[src/rtl/can_pkg.sv]
`default_nettype none
// +----------------------------------------------------------------------+
// | can_pkg                                                              |
// | Shared CAN types, field lengths, bus levels and CRC-15 step.         |
// | Revision: 1.0                                                        |
// +----------------------------------------------------------------------+
package can_pkg;

    localparam logic        CAN_RECESSIVE = 1'b1;
    localparam logic        CAN_DOMINANT  = 1'b0;
    localparam logic [14:0] CAN_CRC_POLY  = 15'h4599;

    localparam logic [6:0]  CAN_ID_LEN    = 7'd11;
    localparam logic [6:0]  CAN_DLC_LEN   = 7'd4;
    localparam logic [6:0]  CAN_CRC_LEN   = 7'd15;
    localparam logic [6:0]  CAN_EOF_LEN   = 7'd7;

    typedef enum logic [3:0] {
        ST_IDLE     = 4'd0,
        ST_SOF      = 4'd1,
        ST_ID       = 4'd2,
        ST_RTR      = 4'd3,
        ST_IDE      = 4'd4,
        ST_R0       = 4'd5,
        ST_DLC      = 4'd6,
        ST_DATA     = 4'd7,
        ST_CRC      = 4'd8,
        ST_CRC_DEL  = 4'd9,
        ST_ACK_SLOT = 4'd10,
        ST_ACK_DEL  = 4'd11,
        ST_EOF      = 4'd12,
        ST_IFS      = 4'd13
    } can_tx_state_e;

    function automatic logic [14:0] crc_step(input logic [14:0] crc, input logic din);
        return (din ^ crc[14]) ? ({crc[13:0], 1'b0} ^ CAN_CRC_POLY) : {crc[13:0], 1'b0};
    endfunction

endpackage
`default_nettype wire

[src/rtl/can_crc.sv]
`default_nettype none
// +----------------------------------------------------------------------+
// | can_crc                                                              |
// | Serial CAN CRC-15 accumulator, one bit per enabled bit_tick.         |
// | Revision: 1.0                                                        |
// +----------------------------------------------------------------------+
module can_crc
    import can_pkg::*;
(
    input  logic        clk,
    input  logic        rst,
    input  logic        crc_reset,
    input  logic        crc_enable,
    input  logic        bit_tick,
    input  logic        data_in,
    output logic [14:0] crc_out
);

    logic [14:0] r_crc;

    always_ff @(posedge clk or posedge rst) begin
        if (rst) begin
            r_crc <= '0;
        end else if (crc_reset) begin
            r_crc <= '0;
        end else if (crc_enable && bit_tick) begin
            r_crc <= crc_step(r_crc, data_in);
        end
    end

    assign crc_out = r_crc;

endmodule
`default_nettype wire

[src/rtl/can_tx_framer.sv]
`default_nettype none
// +----------------------------------------------------------------------+
// | can_tx_framer                                                        |
// | Standard-format CAN transmit sequencer, SOF through IFS, with CRC.   |
// | Revision: 1.0                                                        |
// +----------------------------------------------------------------------+
module can_tx_framer
    import can_pkg::*;
#(
    parameter int IFS_BITS = 3
) (
    input  logic        clk,
    input  logic        rst,
    input  logic        bit_tick,
    input  logic        start,
    input  logic [10:0] id,
    input  logic        rtr,
    input  logic [3:0]  dlc,
    input  logic [63:0] data,
    input  logic        rx_bit,
    input  logic        arb_lost,
    output logic        tx_bit,
    output logic        stuff_en,
    output logic        busy,
    output logic        done,
    output logic        ack_err,
    output logic        arb_abort
);

    can_tx_state_e r_state;
    logic [6:0]    r_cnt;
    logic [10:0]   r_id;
    logic          r_rtr;
    logic [3:0]    r_dlc;
    logic [63:0]   r_data;
    logic [3:0]    r_nbytes;
    logic          r_tx_bit;
    logic          r_stuff_en;
    logic          r_busy;
    logic          r_done;
    logic          r_ack_err;
    logic          r_arb_abort;

    can_tx_state_e w_next_field;
    logic [6:0]    w_len;
    logic          w_last;
    logic [3:0]    w_idx;
    logic          w_first_bit;
    logic          w_next_bit;
    logic          w_next_stuffed;
    logic          w_crc_reset;
    logic          w_crc_enable;
    logic          w_crc_first;
    logic [14:0]   w_crc_out;

    assign w_crc_reset  = (r_state == ST_IDLE) && start;
    assign w_crc_enable = r_state inside {ST_SOF, ST_ID, ST_RTR, ST_IDE, ST_R0, ST_DLC, ST_DATA};
    assign w_idx        = r_cnt[3:0] + 4'd1;
    assign w_last       = (r_cnt == w_len - 7'd1);

    // MSB of the CRC after the last protected bit lands this same tick.
    assign w_crc_first  = w_crc_out[13] ^ ((r_tx_bit ^ w_crc_out[14]) & CAN_CRC_POLY[14]);

    can_crc u_crc (
        .clk        (clk),
        .rst        (rst),
        .crc_reset  (w_crc_reset),
        .crc_enable (w_crc_enable),
        .bit_tick   (bit_tick),
        .data_in    (r_tx_bit),
        .crc_out    (w_crc_out)
    );

    always_comb begin
        w_len        = 7'd1;
        w_next_field = ST_IDLE;
        case (r_state)
            ST_SOF:      w_next_field = ST_ID;
            ST_ID:       begin w_len = CAN_ID_LEN;  w_next_field = ST_RTR; end
            ST_RTR:      w_next_field = ST_IDE;
            ST_IDE:      w_next_field = ST_R0;
            ST_R0:       w_next_field = ST_DLC;
            ST_DLC:      begin
                w_len        = CAN_DLC_LEN;
                w_next_field = (r_nbytes == 4'd0) ? ST_CRC : ST_DATA;
            end
            ST_DATA:     begin w_len = {r_nbytes, 3'b000}; w_next_field = ST_CRC; end
            ST_CRC:      begin w_len = CAN_CRC_LEN; w_next_field = ST_CRC_DEL; end
            ST_CRC_DEL:  w_next_field = ST_ACK_SLOT;
            ST_ACK_SLOT: w_next_field = ST_ACK_DEL;
            ST_ACK_DEL:  w_next_field = ST_EOF;
            ST_EOF:      begin w_len = CAN_EOF_LEN; w_next_field = ST_IFS; end
            ST_IFS:      begin w_len = 7'(IFS_BITS); w_next_field = ST_IDLE; end
            default:     w_next_field = ST_IDLE;
        endcase
    end

    always_comb begin
        w_first_bit = CAN_RECESSIVE;
        case (w_next_field)
            ST_ID:   w_first_bit = r_id[10];
            ST_RTR:  w_first_bit = r_rtr;
            ST_IDE:  w_first_bit = CAN_DOMINANT;
            ST_R0:   w_first_bit = CAN_DOMINANT;
            ST_DLC:  w_first_bit = r_dlc[3];
            ST_DATA: w_first_bit = r_data[63];
            ST_CRC:  w_first_bit = w_crc_first;
            default: w_first_bit = CAN_RECESSIVE;
        endcase
    end

    // Bit at index cnt+1 of a multi-bit field; payload shifts so [62] is next.
    always_comb begin
        w_next_bit = CAN_RECESSIVE;
        case (r_state)
            ST_ID:   w_next_bit = r_id[4'd10 - w_idx];
            ST_DLC:  w_next_bit = r_dlc[2'd3 - w_idx[1:0]];
            ST_DATA: w_next_bit = r_data[62];
            ST_CRC:  w_next_bit = w_crc_out[4'd14 - w_idx];
            default: w_next_bit = CAN_RECESSIVE;
        endcase
    end

    assign w_next_stuffed = w_next_field inside {ST_ID, ST_RTR, ST_IDE, ST_R0, ST_DLC, ST_DATA, ST_CRC};

    always_ff @(posedge clk or posedge rst) begin
        if (rst) begin
            r_state     <= ST_IDLE;
            r_cnt       <= '0;
            r_id        <= '0;
            r_rtr       <= 1'b0;
            r_dlc       <= '0;
            r_data      <= '0;
            r_nbytes    <= '0;
            r_tx_bit    <= CAN_RECESSIVE;
            r_stuff_en  <= 1'b0;
            r_busy      <= 1'b0;
            r_done      <= 1'b0;
            r_ack_err   <= 1'b0;
            r_arb_abort <= 1'b0;
        end else begin
            r_done      <= 1'b0;
            r_arb_abort <= 1'b0;
            if (r_state == ST_IDLE) begin
                if (start) begin
                    r_id       <= id;
                    r_rtr      <= rtr;
                    r_dlc      <= dlc;
                    r_data     <= data;
                    r_nbytes   <= rtr ? 4'd0 : ((dlc > 4'd8) ? 4'd8 : dlc);
                    r_state    <= ST_SOF;
                    r_cnt      <= '0;
                    r_tx_bit   <= CAN_DOMINANT;
                    r_stuff_en <= 1'b1;
                    r_busy     <= 1'b1;
                    r_ack_err  <= 1'b0;
                end
            end else if (bit_tick) begin
                if (arb_lost && (r_state == ST_ID || r_state == ST_RTR)) begin
                    r_state     <= ST_IDLE;
                    r_cnt       <= '0;
                    r_tx_bit    <= CAN_RECESSIVE;
                    r_stuff_en  <= 1'b0;
                    r_busy      <= 1'b0;
                    r_arb_abort <= 1'b1;
                end else begin
                    if (r_state == ST_ACK_SLOT) begin
                        r_ack_err <= rx_bit;
                    end
                    if (r_state == ST_DATA) begin
                        r_data <= {r_data[62:0], 1'b0};
                    end
                    if (w_last) begin
                        r_state    <= w_next_field;
                        r_cnt      <= '0;
                        r_tx_bit   <= w_first_bit;
                        r_stuff_en <= w_next_stuffed;
                        if (r_state == ST_IFS) begin
                            r_done <= 1'b1;
                            r_busy <= 1'b0;
                        end
                    end else begin
                        r_cnt    <= r_cnt + 7'd1;
                        r_tx_bit <= w_next_bit;
                    end
                end
            end
        end
    end

    assign tx_bit    = r_tx_bit;
    assign stuff_en  = r_stuff_en;
    assign busy      = r_busy;
    assign done      = r_done;
    assign ack_err   = r_ack_err;
    assign arb_abort = r_arb_abort;

endmodule
`default_nettype wire
[config.mk]
export PLATFORM = sky130hd
export DESIGN_NAME = can_tx_framer
export DESIGN_NICKNAME = d
export VERILOG_FILES = /design/src/rtl/can_pkg.sv /design/src/rtl/can_crc.sv /design/src/rtl/can_tx_framer.sv
export SDC_FILE = /design/constraint.sdc
export NUM_CORES = 1
export LEC_CHECK = 0
export ABC_CLOCK_PERIOD_IN_PS = 3850
export BUFFER_PORTS_ARGS = -buffer_cell sky130_fd_sc_hd__buf_2
export CORE_ASPECT_RATIO = 0.5
export CORE_UTILIZATION = 43
export CTS_CLUSTER_SIZE = 28
export DETAILED_ROUTE_END_ITERATION = 6
export PLACE_DENSITY = 0.66
export SYNTH_ARGS = -nofsm -noshare
export SYNTH_HDL_FRONTEND = slang
export SYNTH_SLANG_ARGS = --single-unit
[constraint.sdc]
create_clock -name clk -period 3.85 [get_ports clk]
set_input_delay 0.385 -clock clk [delete_from_list [all_inputs] [get_ports clk]]
set_output_delay 0.385 -clock clk [all_outputs]
set_load 0.05 [all_outputs]
==> run metrics <==
status=finished, final reports clean; Worst-Margin Slew=approximately 1.1 ns; FMAX=351 MHz; Die X=~170 um; initial antenna violation count=0; CTS tree=built; initial DRC count=371; PortBufs=between 90 and 100; reg2reg start=r_state[0]; Fin. Hold Viols=0; Mapped Nets=between 700 and 800; part of the Yosys area used for sequential elements=46.9%; core area=around 14000 um^2; Worst R2R End=r_cnt[3]; flop and latch count out of synthesis=around 120; Syn Area/Cell=9.70 um^2; Clock Path Buffers=2; Setup-failing EPs final=0; Synth Cell Area=6200 um^2; DR vias/cell=5.24; largest net degree at the start of global routing=128; grt total ovfl=0; Filler cells=1266; YS warnings=0; Post-Layout Cell Count=918; Worst slew margin=29.4%; critical path peak fanout=22; IO Pins=92; CTS clk-pin slew, worst paths=about 0.050 ns; worst path required time=4.18 ns; Antenna Cells=0; Max VDD drop=0.000362 V; total CTS buffers=17; Die Area=14900 um^2; Layout Utilization=53.4%; share of cells above drive strength 1=a little over a fifth; Die Ht=86.9 um; PnR worst setup slack=between 1 and 1.5 ns; GRT Total Usage=roughly a fifth; DP Worst Slack=1.10 ns; fin crit share=between 70% and 80%; Initial Util=44.9%; register area=2900 um^2; routed wire length=13800 um; DP HPWL=roughly 9000 um; # H-tree levels=4; r2r worst-path depth=7; hold buffers post-CTS=0; end of the critical path=r_cnt[3]; worst min path class=input pin to asynchronous set/reset pin; Layout area overhead=19.1%; asr flop ratio synth=100%; setup_tns=0 ns; Yosys cell types=66; Final Max Tran Viols=0; drt wl/cell=around 15 um; drt first pass iters=5; placed cells=888; postcts setup bufs=0; min Tclk post-route=~2.8 ns; vias=4811; CP Launch Type=register; DRC Markers=0; clk_lat worst skew=0.41 ns; final antenna-violating net count=0; # rows=30; Worst EP arrival=between 3 and 4 ns; LEAKAGE=3.38 nW; Clock Sinks=between 100 and 150; Final Power=0.00661 W; Layout Nets=approximately 800; Setup crit start=r_state[0]; pwr/cell area=895 nW/um^2; first-pass GRT wire length=~24000 um; Post-synth EDFFs=0; RSZ-0062 raised after global routing=false; Mapped Cells=639; area occupied by multi-input gates=3060 um^2; Root Buffer=clkbuf_16; CP endpoint kind=register; Top FF cell, synth=dfrtp_1; clock skew=0.00884 ns; gpl congestion=0.924; Max Cap Viol=0; post-CTS sizing=0; Worst R2R Setup Slack=1.00 ns; CP Class=register to register; number of global-route vias before repair=4749
[stage by stage]
stage	hold slack, ns	cell area [um^2]
after floorplan	0.440	6200
after global placement	0.457	6780
after detailed placement	0.461	6780
after CTS	0.155	7380
after global routing	0.171	7380
final	0.144	7380
[worst max-delay path, cell delays in order (launching register included)]
cell and delay [ns]:
dfrtp_1 0.80, nand4b_2 0.38, or3_1 0.47, o211ai_1 0.13, a31oi_2 0.09, a31oi_1 0.58, a21oi_1 0.14, o21ai_0 0.17
[report_power, final]
| group | switching (W) | internal, W |
|---|---|---|
| logic | 0.00157 | 0.00124 |
| registers | 0.000462 | 0.00173 |
| clock network | 0.000549 | 0.00106 |
| total | 0.00258 | 0.00403 |
[area by class of cell]
cell class                 count  share of cell area [%]
timing repair buffer         100                    7.26
inverter                      10                   0.542
clock inverter                 9                    1.75
sequential                   116                    39.3
multi-input combinational    470                    41.5
tap                          192                    3.25
clock buffer                  21                    6.37
[cell usage after synthesis (all sizes together), types with 6 or more instances]
cell	count	area, um^2
nand2	139	522
dfrtp	115	2880
o21ai	81	405
mux2i	69	691
clkbuf	24	90.1
nor2	21	81.3
a21oi	20	100
buf	19	114
a22o	14	123
nand3	13	65.1
xor2	11	96.3
inv	10	37.5
nand2b	8	57.6
xnor2	7	68.8
mux2	6	78.8
mux4	6	135
[per-layer routing]
layer | vias up | track usage (%) | wire length [um]
li1 | 2402 | - | -
met1 | 2293 | 28.1 | 6520
met2 | 98 | 31.7 | 6520
met3 | 18 | 4.13 | 551
met4 | 0 | 6.76 | 174
met5 | - | 0 | 0
[worst min-delay path by stage]
| stage | startpoint | end | slack [ns] | cells past startpoint |
|---|---|---|---|---|
| 2_1_floorplan | r_dlc[2] | r_dlc[2] | 0.44 | 2 |
| 3_3_place_gp | r_id[0] | r_id[0] | 0.46 | 2 |
| 3_5_place_dp | r_id[5] | r_id[5] | 0.46 | 2 |
| 4_1_cts | id[7] | r_id[7] | 0.16 | 3 |
| 5_1_grt | id[9] | r_id[9] | 0.17 | 3 |
| 6_report | rst | r_data[55] | 0.14 | 2 |
[logic make-up after synthesis]
| logic type | share of synthesized area [%] |
|---|---|
| simple gates | 16.6 |
| flops | 46.9 |
| xor+xnor | 2.67 |
| fa+ha+maj | 0.404 |
| buf+inv | 3.90 |
| mux | 14.6 |
| compound gates | 14.9 |
[state kept, by name, summed over array words and instances, names as in the netlist]
| name | count |
|---|---|
| r_cnt | 7 |
| r_data | 64 |
| busy | 1 |
| r_rtr | 1 |
| r_dlc | 4 |
| tx_bit | 1 |
| r_nbytes | 4 |
| arb_abort | 1 |
| r_id | 11 |
| r_state | 4 |
| u_crc.crc_out | 15 |
| stuff_en | 1 |
| ack_err | 1 |
| done | 1 |
[placed cells by master, fill, tap and decap left out, drive strengths merged, types with 8 or more instances in the layout]
| cell type | n |
|---|---|
| mux2i | 69 |
| inv | 10 |
| nand3 | 13 |
| o21ai | 81 |
| nor2 | 21 |
| a21oi | 20 |
| xor2 | 11 |
| dfrtp | 115 |
| buf | 100 |
| nand2b | 8 |
| clkbuf | 21 |
| nand2 | 139 |
| a22o | 14 |
Power figures use the tool's default switching activity.
